$ cat config.mk
export PLATFORM = sky130hd
export DESIGN_NAME = regfile_write_arbiter
export DESIGN_NICKNAME = d
export VERILOG_FILES = /design/src/rtl/regfile_write_arbiter_pkg.sv /design/src/rtl/regfile_write_arbiter_rr_pick.sv /design/src/rtl/regfile_write_arbiter.sv
export SDC_FILE = /design/constraint.sdc
export NUM_CORES = 1
export LEC_CHECK = 0
export CAP_MARGIN = 20
export CORE_MARGIN = 2
export CORE_UTILIZATION = 35
export CTS_BUF_LIST = sky130_fd_sc_hd__clkbuf_16
export CTS_CLUSTER_DIAMETER = 200
export CTS_CLUSTER_SIZE = 20
export DETAILED_ROUTE_END_ITERATION = 8
export GPL_ROUTABILITY_DRIVEN = 0
export PLACE_DENSITY = 0.66
export SKIP_LAST_GASP = 1
export SYNTH_ARGS = -nofsm -noshare
export SYNTH_HDL_FRONTEND = slang
export SYNTH_SLANG_ARGS = --single-unit
export TNS_END_PERCENT = 20
$ cat constraint.sdc
create_clock -name clk -period 4.43 [get_ports clk]
set_input_delay 0.886 -clock clk [delete_from_list [all_inputs] [get_ports clk]]
set_output_delay 0.886 -clock clk [all_outputs]
set_load 0.01 [all_outputs]
$ cat src/rtl/regfile_write_arbiter_pkg.sv
// Shared constants and types for the regfile write-port arbiter.
// Slot layout and register indices used by top and picker.
package regfile_write_arbiter_pkg;
  localparam int RF_ADDR_W = 5;
  localparam int RF_DATA_W = 32;
  localparam int ID_W      = 3;

  localparam logic [RF_ADDR_W-1:0] REG_ZERO  = 5'd0;
  localparam logic [RF_ADDR_W-1:0] REG_SCORE = 5'd30;

  typedef struct packed {
    logic                 valid;
    logic [RF_ADDR_W-1:0] rd;
    logic [RF_DATA_W-1:0] data;
  } slot_t;
endpackage

$ cat src/rtl/regfile_write_arbiter_rr_pick.sv
// Round-robin first-set finder: scans mask upward from ptr with wrap.
// Purely combinational; index is 0 when nothing is found.
module rr_pick
  import regfile_write_arbiter_pkg::*;
#(
  parameter int N = 2
) (
  input  logic [N-1:0]    mask,
  input  logic [ID_W-1:0] ptr,
  output logic            found,
  output logic [ID_W-1:0] index
);

  always_comb begin
    found = 1'b0;
    index = '0;
    for (int k = 0; k < N; k++) begin
      for (int i = 0; i < N; i++) begin
        if (!found && mask[i] &&
            ((int'(ptr) + k) % N) == i) begin
          found = 1'b1;
          index = ID_W'(i);
        end
      end
    end
  end

endmodule

$ cat src/rtl/regfile_write_arbiter.sv
// Shares the regfile write port between CPU writeback and N buffered
// external writers; CPU always wins, externals inject round-robin.
module regfile_write_arbiter
  import regfile_write_arbiter_pkg::*;
#(
  parameter int N_REQ        = 2,
  parameter int STARVE_LIMIT = 1024
) (
  input  logic                       clk,
  input  logic                       reset,
  input  logic                       cpu_we,
  input  logic [RF_ADDR_W-1:0]       cpu_rd,
  input  logic [RF_DATA_W-1:0]       cpu_wdata,
  input  logic [N_REQ-1:0]           ext_valid,
  input  logic [RF_ADDR_W*N_REQ-1:0] ext_rd,
  input  logic [RF_DATA_W*N_REQ-1:0] ext_wdata,
  output logic [N_REQ-1:0]           ext_ready,
  output logic                       rf_we,
  output logic [RF_ADDR_W-1:0]       rf_rd,
  output logic [RF_DATA_W-1:0]       rf_wdata,
  output logic                       inj_valid,
  output logic [ID_W-1:0]            inj_id,
  output logic                       starve
);

  localparam int CNT_W = $clog2(STARVE_LIMIT + 1);
  localparam logic [CNT_W-1:0] LIMIT = CNT_W'(STARVE_LIMIT);

  slot_t            slot_q [N_REQ];
  logic [N_REQ-1:0] slot_valid;
  logic [ID_W-1:0]  rr_ptr;
  logic [CNT_W-1:0] starve_cnt;
  logic             pick_found;
  logic [ID_W-1:0]  pick_idx;
  logic             inject;
  slot_t            pick_slot;

  for (genvar g = 0; g < N_REQ; g++) begin : g_valid
    assign slot_valid[g] = slot_q[g].valid;
  end

  assign ext_ready = ~slot_valid & {N_REQ{~reset}};

  rr_pick #(.N(N_REQ)) u_pick (
    .mask  (slot_valid),
    .ptr   (rr_ptr),
    .found (pick_found),
    .index (pick_idx)
  );

  assign inject = !cpu_we && pick_found;

  always_comb begin
    pick_slot = '0;
    for (int i = 0; i < N_REQ; i++) begin
      if (pick_idx == ID_W'(i)) pick_slot = slot_q[i];
    end
  end

  always_comb begin
    rf_we     = 1'b0;
    rf_rd     = REG_ZERO;
    rf_wdata  = '0;
    inj_valid = 1'b0;
    inj_id    = '0;
    unique case (1'b1)
      cpu_we: begin
        rf_we    = 1'b1;
        rf_rd    = cpu_rd;
        rf_wdata = cpu_wdata;
      end
      inject: begin
        rf_we     = 1'b1;
        rf_rd     = pick_slot.rd;
        rf_wdata  = pick_slot.data;
        inj_valid = 1'b1;
        inj_id    = pick_idx;
      end
      default: ;
    endcase
  end

  // A slot is never both empty (capturable) and granted, so the
  // capture and clear paths below cannot collide.
  for (genvar g = 0; g < N_REQ; g++) begin : g_slot
    always_ff @(posedge clk or posedge reset) begin
      if (reset) begin
        slot_q[g] <= '0;
      end else if (inject && pick_idx == ID_W'(g)) begin
        slot_q[g].valid <= 1'b0;
      end else if (ext_valid[g] && ext_ready[g]) begin
        slot_q[g].valid <= ext_rd[RF_ADDR_W*g +: RF_ADDR_W] != REG_ZERO;
        slot_q[g].rd    <= ext_rd[RF_ADDR_W*g +: RF_ADDR_W];
        slot_q[g].data  <= ext_wdata[RF_DATA_W*g +: RF_DATA_W];
      end
    end
  end

  always_ff @(posedge clk or posedge reset) begin
    if (reset) begin
      rr_ptr <= '0;
    end else if (inject) begin
      rr_ptr <= (pick_idx == ID_W'(N_REQ - 1)) ? '0 : pick_idx + 1'b1;
    end
  end

  always_ff @(posedge clk or posedge reset) begin
    if (reset) begin
      starve_cnt <= '0;
    end else if (inject || !(|slot_valid)) begin
      starve_cnt <= '0;
    end else if (cpu_we && starve_cnt != LIMIT) begin
      starve_cnt <= starve_cnt + 1'b1;
    end
  end

  assign starve = starve_cnt == LIMIT;

endmodule

==> flow_summary_export.csv, run 1 <==
group,metric,value,unit
run_status,outcome,"finished, final reports clean",
die,coreArea,0.0119,mm²
worst_hold_path,holdPathStages,1,
run,max_cap_violations,0,
critical_path,path_cells,"buf_2 > nor2b_1 > o21a_2 > buf_4 > a221o_1 > clkdlybuf4s50_1",
critical_path,path_buf_inv,3,
cts,clkTransAtPathRegs,60,ps
cts,cts_tree,"yes",
die,initial_core_util,35.5,%
worst_hold_path,min_from,"rr_ptr[0]$_DFFE_PP0P_",
route,routed-wl-met2,5.55,mm
die,die_y,114,µm
worst_hold_path,min_path_type,"reg -> reg",
route,drc,0,
placed_design,post-dp-hpwl,7.87,mm
sta,skew,5.57,ps
route,highest_layer,"met4",
route,num_vias,3410,
layout,drive_gt1_share,20.8,%
sta,whs,489,ps
die,ios,161,
global_route,grt_pass1_wl,18.0,mm
cts,ctsHoldBuffers,0,
sta,final_hold_viol_count,0,
route,wl,11.3,mm
synthesis,yosysUniqueCellTypes,34,
synthesis,synth_cells,337,
cts,cts_max_path_buffers,2,
critical_path,worst_setup_path_end_kind,"output port",
die,fp-row-count,40,
route,ant_nets,0,
critical_path,worstPathRequired,3540,ps
layout,antenna_cells,0,
layout,nets,604,
synthesis,ys_seq_elements,88,
sta,setup_viol,0,
cts,root_buffer,"clkbuf_16",
sta,slew-limit-headroom,55.2,%
route,drtIter0Drc,156,
cts,cts_buffers,9,
global_route,grt_max_degree,56,
cts,clk_latency,330,ps
layout,fin_util,52.4,%
sta,max_freq,265,MHz
cts,h-tree-depth,3,
layout,syn_to_final_growth,47.8,%
critical_path,r2r-end,"slot_q[50]$_DFFE_PP0P_",
worst_hold_path,min_delay_worst_endpoint,"rr_ptr[0]$_DFFE_PP0P_",
critical_path,regToRegSetupSlack,2690,ps
cts,post_cts.repair.setup_buffers,0,
cts,post_cts_resized,0,
sta,rsz0062_at_grt,"false",
critical_path,r2r_start,"slot_q[75]$_DFFE_PP0P_",
global_route,grt.total_usage,17.8,%
global_route,overflow,0,
critical_path,reg2reg_depth,3,
critical_path,crit_slowest_cell,"clkdlybuf4s50_1",
sta,final.min_clock_period,3780,ps
placed_design,portBuffers,158,
route,wl_met3,711,µm
synthesis,synth.avg_cell_area,12.5,µm²
die,die_area,0.0130,mm²
synthesis,synth-seq-area-share,52.1,%
power_and_ir_drop,p_leak,0.00261,µW
global_route,grt_pass1_vias,3512,
critical_path,cpPeakStageDelay,540,ps
power_and_ir_drop,finalPower,3450,µW
route,dr.pass1.iters,4,
synthesis,ys_warn_count,0,
route,wl_per_cell,17.8,µm
sta,setup_tns,0,ps
critical_path,criticalPathCategory,"in -> out",
route,wl_met1,4.93,mm
route,viasPerCell,5.35,
critical_path,worstPathMaxFanout,24,
global_route,antenna_found_initial,0,
sta,period_share,85.3,%
cts,cts.sinks,88,
power_and_ir_drop,power_density,553,mW/mm²
die,die_w,114,µm
sta,maxSlewViolCount,0,
synthesis,syn_area,0.00422,mm²
power_and_ir_drop,ir_worst_vdd,0.299,mV
critical_path,cp-start-kind,"input pin",
critical_path,cp.arrival,2890,ps
sta,tightest_slew,665,ps
critical_path,critPathTopFamily,"buffers and inverters",
## cell usage after synthesis, drive strengths merged
library cell  count  area, µm²
nand2b            1       6.26
conb              1       3.75
nand4             2       12.5
nor3b             2       15.0
nor2b             2       12.5
mux2i             1       10.0
and3             37        231
clkbuf            9       35.0
or4               5       37.5
o31ai             3       22.5
nor2              7       26.3
xor2              2       17.5
mux2             75        845
or3               4       25.0
nand2             5       18.8
nand3             4       20.0
a22oi             1       7.51
o21ai             6       30.0
o22ai             1       6.26
nor4              2       12.5
and4              1       8.76
nand3b            1       7.51
o21a              2       15.0
ha                2       25.0
buf              20        129
a21oi             9       45.0
inv               7       26.3
a221o            37        370
dfrtp            88       2200
## cell type report
type,count,area (µm²)
Multi-Input combinational cell,214,1850
Timing Repair Buffer,166,1680
Clock buffer,9,225
Clock inverter,6,76.3
Fill cell,1079,5670
Tap cell,147,184
Inverter,7,28.8
Sequential cell,88,2200
## worst max path at each step
stage,cells past startpoint,from,endpoint,slack (ps)
after floorplan,1,reset,rr_ptr[0]$_DFFE_PP0P_,1270
after global placement,6,cpu_we,rf_rd[1],720
after detailed placement,6,cpu_we,rf_wdata[4],640
after CTS,6,cpu_we,rf_wdata[4],640
after global routing,6,cpu_we,rf_wdata[5],460
final,6,cpu_we,rf_wdata[4],650
## routing by layer
layer	up-vias	GRT usage, %
li1	1573	-
met1	1715	22.2
met2	108	29.9
met3	14	5.26
met4	0	5.61
met5	-	0
## sequential cells by signal, summed over array words and instances (netlist names)
| register | flops |
|---|---|
| slot_q | 76 |
| starve_cnt | 11 |
| rr_ptr | 1 |
## kinds of logic (layout without fill, tap and decap cells)
family	Yosys count	count (layout)	synth area share [%]
AOI/OAI and AO/OA	59	59	11.8
muxes	76	76	20.2
xor gates and xnor gates	2	2	0.415
adders and majority gates	2	2	0.592
other	1	2	0.0888
and+or+nand+nor	73	73	10.3
DFF	88	88	52.1
buffers and inverters	36	188	4.50
## metrics by stage
step / instance area, µm² / setup slack, ps / cells
6_report: 6240 / 651 / 637
5_1_grt: 6240 / 457 / 637
4_1_cts: 6210 / 635 / 636
3_5_place_dp: 5910 / 636 / 621
3_3_place_gp: 5880 / 717 / 619
2_1_floorplan: 4230 / 1270 / 338
## power breakdown
| part | switching, µW | internal, µW | leakage (µW) |
|---|---|---|---|
| combinational | 508 | 793 | 0.00140 |
| sequential | 199 | 1170 | 0.00106 |
| clock | 298 | 484 | 0.000152 |
| total | 1000 | 2450 | 0.00261 |
## worst register-to-register path, delay by kind of cell (launching register included)
family                 cells  cell delay, ps
and+or+nand+nor            1             250
muxes                      1             420
DFF                        1             470
buffers and inverters      1             480
## cells in the final DEF, fill, tap and decap left out, types with 6 or more instances in the layout
master / n
a21oi_1: 9
a221o_1: 37
and3_1: 37
buf_4: 6
clkbuf_16: 9
clkdlybuf4s50_1: 157
dfrtp_1: 88
inv_1: 6
mux2_2: 75
nor2_1: 7
Power figures use the tool's default switching activity.
==> inputs of run 2 (changes only) <==
==> constraint.sdc (replaced) <==
create_clock -name clk -period 4.43 [get_ports clk]
set_input_delay 0.443 -clock clk [delete_from_list [all_inputs] [get_ports clk]]
set_output_delay 0.443 -clock clk [all_outputs]
set_load 0.01 [all_outputs]
==> flow_summary_export.csv, run 2 (synthesis results as in run 1) <==
group,metric,value,unit
run_status,outcome,"finished, final reports clean",
placed_design,pre_cts_slack,1210,ps
route,wl_met1,4.81,mm
sta,setup_tns,0,ps
sta,setup_viol,0,
power_and_ir_drop,finalPower,3450,µW
cts,cts.sinks,88,
power_and_ir_drop,ir_worst_vdd,0.269,mV
placed_design,dp.cells,620,
route,drtIter0Drc,169,
cts,root_buffer,"clkbuf_16",
route,wl_met3,759,µm
route,num_vias,3364,
die,ios,161,
critical_path,cp.arrival,2800,ps
sta,final_hold_viol_count,0,
die,initial_core_util,35.5,%
layout,antenna_cells,0,
critical_path,crit_slowest_cell,"o21a_2",
global_route,grt_pass1_wl,18.2,mm
layout,final_cells,637,
layout,nets,603,
cts,post_cts.repair.setup_buffers,0,
layout,largest_register_ffs,76,
cts,post_cts_resized,0,
route,drc,0,
sta,tightest_slew,978,ps
global_route,grt.total_usage,18.0,%
cts,clkTransAtPathRegs,60,ps
critical_path,path_cells,"buf_2 > nor2b_1 > o21a_2 > a221o_1 > clkdlybuf4s50_1",
sta,maxSlewViolCount,0,
cts,ctsHoldBuffers,0,
critical_path,worstPathRequired,3990,ps
route,dr.pass1.iters,4,
placed_design,post-dp-hpwl,7.88,mm
global_route,grt_pass1_vias,3545,
sta,skew,5.23,ps
power_and_ir_drop,power_density,554,mW/mm²
power_and_ir_drop,p_leak,0.00260,µW
die,die_area,0.0130,mm²
critical_path,cpPeakStageDelay,780,ps
sta,finalWorstSetupSlack,1190,ps
global_route,overflow,0,
layout,n_fill_cell,1041,
worst_hold_path,min_path_type,"reg -> reg",
layout,layout_commonest_cell,"clkdlybuf4s50_1",
cts,cts_max_path_buffers,2,
die,coreArea,0.0119,mm²
route,viasPerCell,5.28,
cts,cts_tree,"yes",
critical_path,cp-start-kind,"input pin",
die,die_y,114,µm
sta,slew-limit-headroom,34.5,%
global_route,antenna_found_initial,0,
cts,clk_latency,340,ps
route,routed-wl-met2,5.70,mm
critical_path,worstPathMaxFanout,43,
die,fp-row-count,40,
run,max_cap_violations,0,
cts,cts_buffers,9,
critical_path,criticalPathCategory,"in -> out",
route,wl_per_cell,17.9,µm
cts,h-tree-depth,3,
layout,reg_top3,"slot_q x76, starve_cnt x11, rr_ptr x1",
layout,drive_gt1_share,21.0,%
placed_design,portBuffers,158,
route,wl,11.4,mm
layout,regMostFlops,"slot_q",
route,ant_nets,0,
sta,final.min_clock_period,3240,ps
layout,final_cell_mix,"157 x clkdlybuf4s50_1, 88 x dfrtp_1, 75 x mux2_2, 37 x and3_1, 37 x a221o_1",
sta,period_share,73.2,%
sta,max_freq,308,MHz
layout,syn_to_final_growth,47.5,%
critical_path,worst_setup_path_end_kind,"output port",
route,highest_layer,"met4",
global_route,grt_max_degree,47,
sta,rsz0062_at_grt,"false",
die,die_w,114,µm
## run 2: worst max-delay path, delay by kind of cell
kind	cells	cell delay, ps
simple gates	1	280
buf+inv	2	950
compound gates	2	1120
## run 2: stage by stage
stage          utilization (%)  hold slack, ps  cell area, µm²
4_1_cts                   52.2             500            6220
3_5_place_dp              49.6             489            5910
2_1_floorplan                -             463            4230
5_1_grt                   52.3             517            6230
6_report                  52.3             497            6230
3_3_place_gp              49.3             475            5870
## run 2: where the power goes
part / switching, µW / internal, µW / leakage [µW]
sequential: 206 / 1170 / 0.00106
combinational: 502 / 780 / 0.00139
clock: 305 / 489 / 0.000154
total: 1010 / 2440 / 0.00260
## run 2: per-layer routing
metal | GRT usage [%] | up-vias
li1 | - | 1570
met5 | 0 | -
met4 | 4.15 | 0
met2 | 30.8 | 107
met1 | 22.0 | 1678
met3 | 6.27 | 9
## run 2: cell type report
type	count	area [µm²]	area share, %
Multi-Input combinational cell	214	1850	29.7
Timing Repair Buffer	165	1660	26.6
Tap cell	147	184	2.95
Sequential cell	88	2200	35.3
Clock inverter	7	86.3	1.39
Inverter	7	28.8	0.462
Clock buffer	9	225	3.61
## run 2: path summary, 6_finish.rpt
path,startpoint,endpoint,slack (ps),cells past startpoint
setup / recovery,cpu_we,rf_wdata[16],1190,5
hold / removal,rr_ptr[0]$_DFFE_PP0P_,rr_ptr[0]$_DFFE_PP0P_,500,1
setup reg to reg,slot_q[75]$_DFFE_PP0P_,slot_q[44]$_DFFE_PP0P_,2270,3
hold reg to reg,rr_ptr[0]$_DFFE_PP0P_,rr_ptr[0]$_DFFE_PP0P_,500,1
max in group asynchronous,reset,slot_q[17]$_DFFE_PP0P_,3150,3
min in group asynchronous,reset,rr_ptr[0]$_DFFE_PP0P_,680,2
